**config.mk**
```make
export PLATFORM = sky130hd
export DESIGN_NAME = rx_capture
export DESIGN_NICKNAME = d
export VERILOG_FILES = /design/src/rtl/rx_capture_pkg.sv /design/src/rtl/rx_fifo.sv /design/src/rtl/rx_capture.sv
export SDC_FILE = /design/constraint.sdc
export NUM_CORES = 1
export LEC_CHECK = 0
export BUFFER_PORTS_ARGS = -buffer_cell sky130_fd_sc_hd__buf_4
export CORE_ASPECT_RATIO = 1.25
export CORE_MARGIN = 1
export CORE_UTILIZATION = 57
export CTS_BUF_LIST = sky130_fd_sc_hd__clkbuf_2
export CTS_CLUSTER_SIZE = 16
export DETAILED_ROUTE_END_ITERATION = 16
export PLACE_DENSITY = 0.74
export SETUP_SLACK_MARGIN = 0.02
export SLEW_MARGIN = 20
export SYNTH_ARGS = -nofsm -noshare
export SYNTH_HDL_FRONTEND = slang
export SYNTH_HIERARCHICAL = 1
export SYNTH_SLANG_ARGS = --single-unit
```
**constraint.sdc**
```tcl
create_clock -name ref_clk -period 5.3 [get_ports ref_clk]
set_clock_uncertainty 0.2 [all_clocks]
set_input_delay 0.265 -clock ref_clk [delete_from_list [all_inputs] [get_ports ref_clk]]
set_output_delay 0.265 -clock ref_clk [all_outputs]
set_load 0.02 [all_outputs]
```
**src/rtl/rx_capture_pkg.sv**
```systemverilog
// Shared types and constants for the ADC frame capture block.
// Latency: n/a (declarations only).
// Backpressure: n/a.
package rx_capture_pkg;

  // Header is {frame_cnt[15:0], len[15:0]}; ADC words share the same width.
  localparam int HDR_W       = 32;
  localparam int LEN_W       = 16;
  localparam int FCNT_W      = 16;
  localparam int FIFO_AW_DEF = 4;

  // Capture sequencer: wait for trigger, emit one header, then len samples.
  typedef enum logic [1:0] {
    ST_IDLE = 2'd0,
    ST_HDR  = 2'd1,
    ST_CAPT = 2'd2
  } state_e;

  // One stream beat as stored in the FIFO: end-of-frame marker plus payload.
  typedef struct packed {
    logic             last;
    logic [HDR_W-1:0] dat;
  } word_t;

  localparam int WORD_W = $bits(word_t);

  // Header word layout: frame counter in the upper half, length in the lower.
  function automatic logic [HDR_W-1:0] mk_hdr(input logic [FCNT_W-1:0] fcnt,
                                               input logic [LEN_W-1:0]  len);
    return {fcnt, len};
  endfunction

endpackage

```
**src/rtl/rx_fifo.sv**
```systemverilog
// Synchronous first-word-fall-through FIFO, 2**AW entries of W bits.
// Latency: a written word is visible on rd_dat_o the cycle after the write.
// Backpressure: writes while full are refused unless a pop occurs in the same cycle.
module rx_fifo #(
  parameter int W  = 33,
  parameter int AW = 4
) (
  input  logic          clk_i,
  input  logic          rst_ni,
  input  logic          wr_en_i,
  input  logic [W-1:0]  wr_dat_i,
  input  logic          rd_en_i,
  output logic [W-1:0]  rd_dat_o,
  output logic          full_o,
  output logic          empty_o,
  output logic [AW:0]   count_o
);

  localparam int DEPTH = 1 << AW;
  localparam logic [AW-1:0] PTR_ONE   = {{(AW-1){1'b0}}, 1'b1};
  localparam logic [AW:0]   CNT_ONE   = {{AW{1'b0}}, 1'b1};
  localparam logic [AW:0]   CNT_DEPTH = DEPTH[AW:0];

  logic [W-1:0]  mem_q [DEPTH];
  logic [AW-1:0] wr_ptr_q, wr_ptr_d;
  logic [AW-1:0] rd_ptr_q, rd_ptr_d;
  logic [AW:0]   count_q, count_d;
  logic          push, pop;

  assign empty_o  = (count_q == '0);
  assign full_o   = (count_q == CNT_DEPTH);
  assign count_o  = count_q;
  assign rd_dat_o = mem_q[rd_ptr_q];

  // A full FIFO still accepts a write when the head leaves in the same cycle;
  // the freed slot is the one the write pointer already addresses.
  assign pop  = rd_en_i && !empty_o;
  assign push = wr_en_i && (!full_o || pop);

  // Pointer and occupancy next-state; pointers wrap naturally at 2**AW.
  always_comb begin
    wr_ptr_d = wr_ptr_q;
    rd_ptr_d = rd_ptr_q;
    count_d  = count_q;
    if (push) wr_ptr_d = wr_ptr_q + PTR_ONE;
    if (pop)  rd_ptr_d = rd_ptr_q + PTR_ONE;
    case ({push, pop})
      2'b10:   count_d = count_q + CNT_ONE;
      2'b01:   count_d = count_q - CNT_ONE;
      default: count_d = count_q;
    endcase
  end

  // Storage array; contents are don't-care until the occupancy covers them.
  always_ff @(posedge clk_i) begin
    if (push) mem_q[wr_ptr_q] <= wr_dat_i;
  end

  // Pointer and occupancy registers; reset empties the FIFO.
  always_ff @(posedge clk_i or negedge rst_ni) begin
    if (!rst_ni) begin
      wr_ptr_q <= '0;
      rd_ptr_q <= '0;
      count_q  <= '0;
    end else begin
      wr_ptr_q <= wr_ptr_d;
      rd_ptr_q <= rd_ptr_d;
      count_q  <= count_d;
    end
  end

endmodule

```
**src/rtl/rx_capture.sv**
```systemverilog
// Triggered ADC frame capture: header word then rxsmps samples onto an AXI-style stream.
// Latency: trig in cycle k -> header on the stream in k+2; samples from cycles k+2..k+1+len.
// Backpressure: none toward the ADC; words arriving at a full FIFO are dropped and flagged in ovf.
module rx_capture
  import rx_capture_pkg::*;
#(
  parameter int FIFO_AW = FIFO_AW_DEF
) (
  input  logic             ref_clk,
  input  logic             ref_rstn,
  input  logic             trig,
  input  logic [LEN_W-1:0] rxsmps,
  input  logic [HDR_W-1:0] adc_0,
  input  logic             clr,
  output logic [HDR_W-1:0] RX_0_tdata,
  output logic             RX_0_tvalid,
  output logic             RX_0_tlast,
  input  logic             RX_0_tready,
  output logic             busy,
  output logic             ovf,
  output logic             trig_miss
);

  localparam logic [LEN_W-1:0]  LEN_ONE  = {{(LEN_W-1){1'b0}}, 1'b1};
  localparam logic [FCNT_W-1:0] FCNT_ONE = {{(FCNT_W-1){1'b0}}, 1'b1};

  state_e            state_q, state_d;
  logic [LEN_W-1:0]  len_q, len_d;
  logic [LEN_W-1:0]  wcnt_q, wcnt_d;
  logic [FCNT_W-1:0] fcnt_q, fcnt_d;
  logic              ovf_q, ovf_d;
  logic              miss_q, miss_d;

  word_t             wr_word;
  logic              wr_en;
  word_t             rd_word;
  logic              pop;
  logic              fifo_full;
  logic              fifo_empty;
  logic [FIFO_AW:0]  fifo_cnt;
  logic              drop_ev;
  logic              miss_ev;

  rx_fifo #(
    .W  (WORD_W),
    .AW (FIFO_AW)
  ) u_fifo (
    .clk_i    (ref_clk),
    .rst_ni   (ref_rstn),
    .wr_en_i  (wr_en),
    .wr_dat_i (wr_word),
    .rd_en_i  (pop),
    .rd_dat_o (rd_word),
    .full_o   (fifo_full),
    .empty_o  (fifo_empty),
    .count_o  (fifo_cnt)
  );

  assign pop = RX_0_tvalid && RX_0_tready;

  // Sequencer: latch length on trigger, one header cycle, then one sample per cycle.
  // Counting never stalls on the FIFO, so a frame always spans len+1 write cycles.
  always_comb begin
    state_d = state_q;
    len_d   = len_q;
    wcnt_d  = wcnt_q;
    fcnt_d  = fcnt_q;
    wr_en   = 1'b0;
    wr_word = '0;
    case (state_q)
      ST_IDLE: begin
        if (trig) begin
          len_d   = rxsmps;
          state_d = ST_HDR;
        end
      end
      ST_HDR: begin
        wr_en        = 1'b1;
        wr_word.dat  = mk_hdr(fcnt_q, len_q);
        wr_word.last = (len_q == '0);
        fcnt_d       = fcnt_q + FCNT_ONE;
        wcnt_d       = '0;
        state_d      = (len_q == '0) ? ST_IDLE : ST_CAPT;
      end
      ST_CAPT: begin
        wr_en        = 1'b1;
        wr_word.dat  = adc_0;
        wr_word.last = (wcnt_q == len_q - LEN_ONE);
        wcnt_d       = wcnt_q + LEN_ONE;
        if (wr_word.last) state_d = ST_IDLE;
      end
      default: state_d = ST_IDLE;
    endcase
  end

  // Sticky flags: a new event in the clear cycle keeps the flag set.
  assign drop_ev = wr_en && fifo_full && !pop;
  assign miss_ev = trig && (state_q != ST_IDLE);

  always_comb begin
    ovf_d  = drop_ev ? 1'b1 : (clr ? 1'b0 : ovf_q);
    miss_d = miss_ev ? 1'b1 : (clr ? 1'b0 : miss_q);
  end

  // State, counters and flags; reset abandons any frame in progress.
  always_ff @(posedge ref_clk or negedge ref_rstn) begin
    if (!ref_rstn) begin
      state_q <= ST_IDLE;
      len_q   <= '0;
      wcnt_q  <= '0;
      fcnt_q  <= '0;
      ovf_q   <= 1'b0;
      miss_q  <= 1'b0;
    end else begin
      state_q <= state_d;
      len_q   <= len_d;
      wcnt_q  <= wcnt_d;
      fcnt_q  <= fcnt_d;
      ovf_q   <= ovf_d;
      miss_q  <= miss_d;
    end
  end

  // Stale FIFO storage is masked so data/last read as zero whenever nothing is queued.
  assign RX_0_tvalid = !fifo_empty;
  assign RX_0_tdata  = (fifo_cnt != '0) ? rd_word.dat : '0;
  assign RX_0_tlast  = (fifo_cnt != '0) ? rd_word.last : 1'b0;
  assign busy        = (state_q != ST_IDLE);
  assign ovf         = ovf_q;
  assign trig_miss   = miss_q;

endmodule

```
==> results.toml, run 1 <==
[run_status]
status = "completed"

[clock_tree]
path_clk_slew_ns = 0.10
ctsHtreeMaxLevel = 4
cts-root-buf = "clkbuf_2"
cts_tree = "yes"
clockBufferDepth = 3
cts-resized-gates = 0
cts_buffers = 139
postCtsSetupBuffers = 0
clk_latency_ns = 1.08
cts_sinks = 593

[worst_hold_path]
hold_class = "in2reg"
hold_depth = 5
min_from = "adc_0[0]"
min_to = "u_fifo/mem_q[0][0]"

[logic_synthesis]
synth_top_area_frac = 0.655
synth_top_flop_cell = "edfxtp_1"
synth.distinct_cells = 62
synth-edff-count = 528
syn_area_um2 = 24200
ys_top_cells_by_count = "edfxtp_1, mux4_2, a22oi_1"
async_reset_ff_frac = 0.110
yosysWarnings = 6
syn_nets = 1369
yosysTopAreaCell = "edfxtp_1"
synth_cells = 1301
synth-seq-cells = 593
yosysSeqAreaShare = 0.722
yosysMostFrequentCell = "edfxtp_1"
synth_area_leaders = "edfxtp_1, mux4_2, dfrtp_1"
syn_area_per_cell_um2 = 18.6

[placement]
placed_area_um2 = 25600
dp.cells = 1897
gp_congestion = 0.843
dpl.hpwl_um = 32400
post-place-ws_ns = 1.49
io_buffers = 89

[timing]
hold_slack_ns = 0.136
max_freq_mhz = 225
report.final.slew_viol_count = 0
rsz0062_at_grt = "false"
timing.final.hold_violations = 0
max-slew-margin-rel = 0.265
tns_ns = 0
period_share = 0.840
worst_pin_slew_ns = 1.10
setup_slack_ns = 0.851
fin_crit_ns = 4.45
setup_violations = 0

[worst_setup_path]
required_ns = 4.84
cp_num_cells = 6
start_kind = "flop"
crit_top_cell = "buf_4"
r2r_slack_ns = 1.43
crit_family = "flip-flops"
path_buf_inv = 2
critPathCaptureType = "output port"
path_class = "reg2out"
regToRegEndpoint = "u_fifo/mem_q[2][9]"
cp_slowest_cell = "dfrtp_4"
arrival_ns = 3.98
path_cells = "buf_4 > mux4_2 > a22oi_1 > nand2_1 > nor2b_1 > buf_4"
reg2regPathDepth = 7
cp_slowest_stage_delay_ns = 1.08
rr_startpoint = "u_fifo/count_o[1]"
cp_max_fo = 46

[global_route]
first_global_vias = 14400
grt_max_degree = 72
grt_overflow = 0
grt_use_total = 0.257
grt_first_pass_wirelength_um = 82600
antenna_found_initial = 1

[die]
die-area_um2 = 43300
initial_core_util = 0.577
io_pins = 90
rows = 84
fp.dieW_um = 186
chipHeight_um = 232
fp.coreArea_um2 = 41900

[pwr]
powerDensity_nw_per_um2 = 549
ir_drop_uv = 468
total_leakage_power_nw = 9.76

[final_layout]
fin_cells = 2232
drive_above_1_share = 0.311
fin_area_um2 = 27800
areaGrowthSynthToFinish_pct = 15.0
fin_nets = 1644

[drt]
wirelength_um = 53800
ant_nets = 0
via_per_inst = 6.11
routedWlPerCell_um = 24.1
drt_iter0_drc = 1132
drc = 0
dr.pass1.iters = 5
vias = 13600

[job]
cap_violations = 0
final cells by class:
type                       count  area (um^2)
sequential                   593        17500
antenna                        2         5.00
inverter                      20         75.1
fill                        2730        14100
clock inverter                31          145
timing repair buffer         206         1960
multi-input combinational    616         6430
clock buffer                 205         1030
tap                          559          699
through the flow:
step | utilization | total power, mW
after CTS | 0.659 | 15.3
after global routing | 0.664 | 16.0
after floorplan | - | 10.4
after global placement | 0.609 | 12.3
final | 0.664 | 15.3
after detailed placement | 0.610 | 12.4
state kept, by name, indices dropped and copies added, names as in the netlist:
name,flops
u_fifo/mem_q,528
fcnt_q,16
len_q,16
wcnt_q,16
u_fifo/count_o,5
u_fifo/rd_ptr_q,4
u_fifo/wr_ptr_q,4
state_q,2
ovf,1
trig_miss,1
timing repair:
action                                  4_1_cts  5_1_grt
hold endpoints to repair                    610        0
hold buffers                                 90        0
endpoints found under the setup margin        0        0
worst max-delay path by stage:
stage                          end  slack (ns)                from
2_1_floorplan   u_fifo/mem_q[8][0]        0.77   u_fifo/count_o[4]
3_3_place_gp   u_fifo/mem_q[4][10]        1.64   u_fifo/count_o[1]
3_5_place_dp   u_fifo/mem_q[12][5]        1.49   u_fifo/count_o[1]
4_1_cts             RX_0_tdata[16]        0.74  u_fifo/rd_ptr_q[0]
5_1_grt             RX_0_tdata[30]        0.58  u_fifo/rd_ptr_q[0]
6_report            RX_0_tdata[30]        0.85  u_fifo/rd_ptr_q[0]
layout by cell type, fill, tap and decap left out, types with 4 or more instances in the layout:
| cell | count |
|---|---|
| a21oi_1 | 12 |
| a22o_1 | 29 |
| a22oi_1 | 67 |
| and2_1 | 4 |
| and3_1 | 4 |
| buf_12 | 6 |
| buf_16 | 6 |
| buf_4 | 105 |
| clkbuf_2 | 205 |
| clkinv_1 | 21 |
| dfrtp_1 | 63 |
| dlygate4sd3_1 | 89 |
| edfxtp_1 | 528 |
| ha_1 | 14 |
| inv_1 | 20 |
| inv_2 | 7 |
| mux2_2 | 19 |
| mux4_2 | 132 |
| nand2_1 | 65 |
| nand2b_1 | 8 |
| nand3_1 | 21 |
| nand4_1 | 11 |
| nor2_1 | 25 |
| nor2_4 | 14 |
| nor2b_1 | 36 |
| nor3_1 | 13 |
| nor3_2 | 4 |
| nor4_1 | 8 |
| o21ai_0 | 15 |
| or3_1 | 8 |
| xnor2_1 | 31 |
| xor2_1 | 19 |
routing by layer:
layer / wire length [um] / vias to the layer above / track usage
li1: - / 5911 / -
met1: 21600 / 7060 / 0.345
met2: 27100 / 588 / 0.416
met3: 3800 / 86 / 0.0471
met4: 1260 / 0 / 0.109
met5: 0 / - / 0
logic make-up after synthesis:
kind of cell,count (synthesis),share of synthesized area
compound gates,157,0.0490
xor+xnor,50,0.0181
fa+ha+maj,15,0.00806
buf+inv,92,0.0182
flops,593,0.722
mux,154,0.133
simple gates,240,0.0516
power breakdown:
group	switching [mW]	internal (mW)
Clock	1.69	1.07
Combinational	3.30	2.51
Sequential	0.585	6.12
Total	5.58	9.70
worst register-to-register path: cells and delay by family (launching register included):
family,cells,cell delay [ns]
flops,1,0.51
buf+inv,1,0.09
simple gates,6,2.64
(Power assumes the default switching activity.)
==> run 2, diff against run 1 <==
- clock period: 5.3 -> 4.5 ns (I/O delays scaled with it)
==> run 2 against run 1 <==
  * Combinational power is 19% higher
  * Sequential share of layout area is 0.63 points lower
  * Core utilization is 0.68 points higher
  * Clock power is 29% higher
  * Sequential cell count stayed put
  * Die area stayed put
  * First-iteration DRC count is 5.4% higher
  * Critical path depth stayed put
  * Critical endpoint unchanged
==> results.toml, run 2 (synthesis results as in run 1) <==
[die]
chipHeight_um = 232
fp.dieW_um = 186
fp.coreArea_um2 = 41900
initial_core_util = 0.577
io_pins = 90
die-area_um2 = 43300
rows = 84

[worst_setup_path]
path_cells = "buf_12 > mux4_2 > a22oi_1 > nand2_1 > nor2b_1 > buf_4"
rr_startpoint = "len_q[3]"
critPathCaptureType = "output port"
reg2regPathDepth = 6
arrival_ns = 3.74
cp_slowest_stage_delay_ns = 0.88
cp-endpoint = "RX_0_tdata[30]"
path_buf_inv = 2
cp_max_fo = 33
cp_slowest_cell = "dfrtp_4"
regToRegEndpoint = "u_fifo/mem_q[15][32]"
path_class = "reg2out"
r2r_slack_ns = 0.97
cp_num_cells = 6
crit_family = "flip-flops"
cp-startpoint = "u_fifo/rd_ptr_q[0]"
required_ns = 4.07
start_kind = "flop"

[clock_tree]
cts_buffers = 136
ctsHtreeMaxLevel = 4
cts_sinks = 593
cts_tree = "yes"
postCtsSetupBuffers = 0
postCtsHoldBufs = 93
cts-resized-gates = 0
clk_latency_ns = 1.11
cts-root-buf = "clkbuf_2"
clockBufferDepth = 3
path_clk_slew_ns = 0.10

[global_route]
grt_first_pass_wirelength_um = 84500
grt_use_total = 0.266
grt_max_degree = 80
antenna_found_initial = 1
grt_overflow = 0
first_global_vias = 14500

[worst_hold_path]
hold_class = "in2reg"
hold_depth = 4

[pwr]
power.total_mw = 18.3
powerDensity_nw_per_um2 = 650
ir_drop_uv = 346
total_leakage_power_nw = 9.87

[timing]
rsz0062_at_grt = "false"
hold_slack_ns = 0.106
setup_slack_ns = 0.335
setup_violations = 0
period_share = 0.926
fin_crit_ns = 4.17
max_freq_mhz = 240
timing.final.hold_violations = 0
max-slew-margin-rel = 0.206
worst_pin_slew_ns = 1.19
report.final.slew_viol_count = 0

[final_layout]
largest_register = "u_fifo/mem_q"
areaGrowthSynthToFinish_pct = 16.2
drive_above_1_share = 0.312
final_common_cell = "edfxtp_1"
largest_register_ffs = 528
fin_cells = 2239
fin_nets = 1652
fin_area_um2 = 28100
final_cell_mix = "edfxtp_1, clkbuf_2, mux4_2"

[drt]
ant_nets = 0
drt_iter0_drc = 1193
drc = 0
routedWlPerCell_um = 24.7
dr.pass1.iters = 5
vias = 13700
via_per_inst = 6.12
wirelength_um = 55300

[placement]
dpl.hpwl_um = 32800
gp_congestion = 0.909
placed_area_um2 = 25800
dp.cells = 1912
io_buffers = 89
post-place-ws_ns = 0.985

[run_status]
status = "completed"

[job]
cap_violations = 0
-- run 2: where the power goes --
part	total (mW)	leakage, nW	internal (mW)	switching [mW]
registers	7.84	5.70	7.20	0.630
logic	6.91	3.20	3.01	3.90
clock network	3.55	0.969	1.56	1.99
-- run 2: cell type report --
class | instances | area (um^2)
well taps | 559 | 699
diodes | 1 | 2.50
clock buffers | 195 | 976
fillers | 2733 | 13800
multi-input cells | 616 | 6440
inverters | 20 | 75.1
flip-flops and latches | 593 | 17500
clock inverters | 38 | 339
repair buffers | 217 | 2090
-- run 2: through the flow --
step | utilization | TNS, ns
finish | 0.671 | 0
global route | 0.671 | 0
CTS | 0.670 | 0
detailed placement | 0.616 | 0
global placement | 0.611 | 0
floorplan | - | -1.74
-- run 2: tightest hold or removal path, stage by stage --
cell           delay (ns)
dlygate4sd3_1        0.53
buf_4                0.11
nand2_1              0.06
o21ai_2              0.26
-- run 2: worst min path at each step --
stage | startpoint | to | slack (ns)
2_1_floorplan | ref_rstn | fcnt_q[0] | -0.27
3_3_place_gp | ref_rstn | fcnt_q[11] | 0.18
3_5_place_dp | ref_rstn | fcnt_q[11] | 0.19
4_1_cts | adc_0[25] | u_fifo/mem_q[5][25] | 0.12
5_1_grt | adc_0[1] | u_fifo/mem_q[7][1] | 0.05
6_report | adc_0[1] | u_fifo/mem_q[13][1] | 0.11
-- run 2: routing by layer --
| metal | wire length [um] | vias to the layer above | global-route usage |
|---|---|---|---|
| met2 | 28900 | 638 | 0.459 |
| met5 | 0 | - | 0 |
| met4 | 1670 | 0 | 0.122 |
| met1 | 20800 | 7031 | 0.331 |
| li1 | - | 5920 | - |
| met3 | 3910 | 121 | 0.0456 |
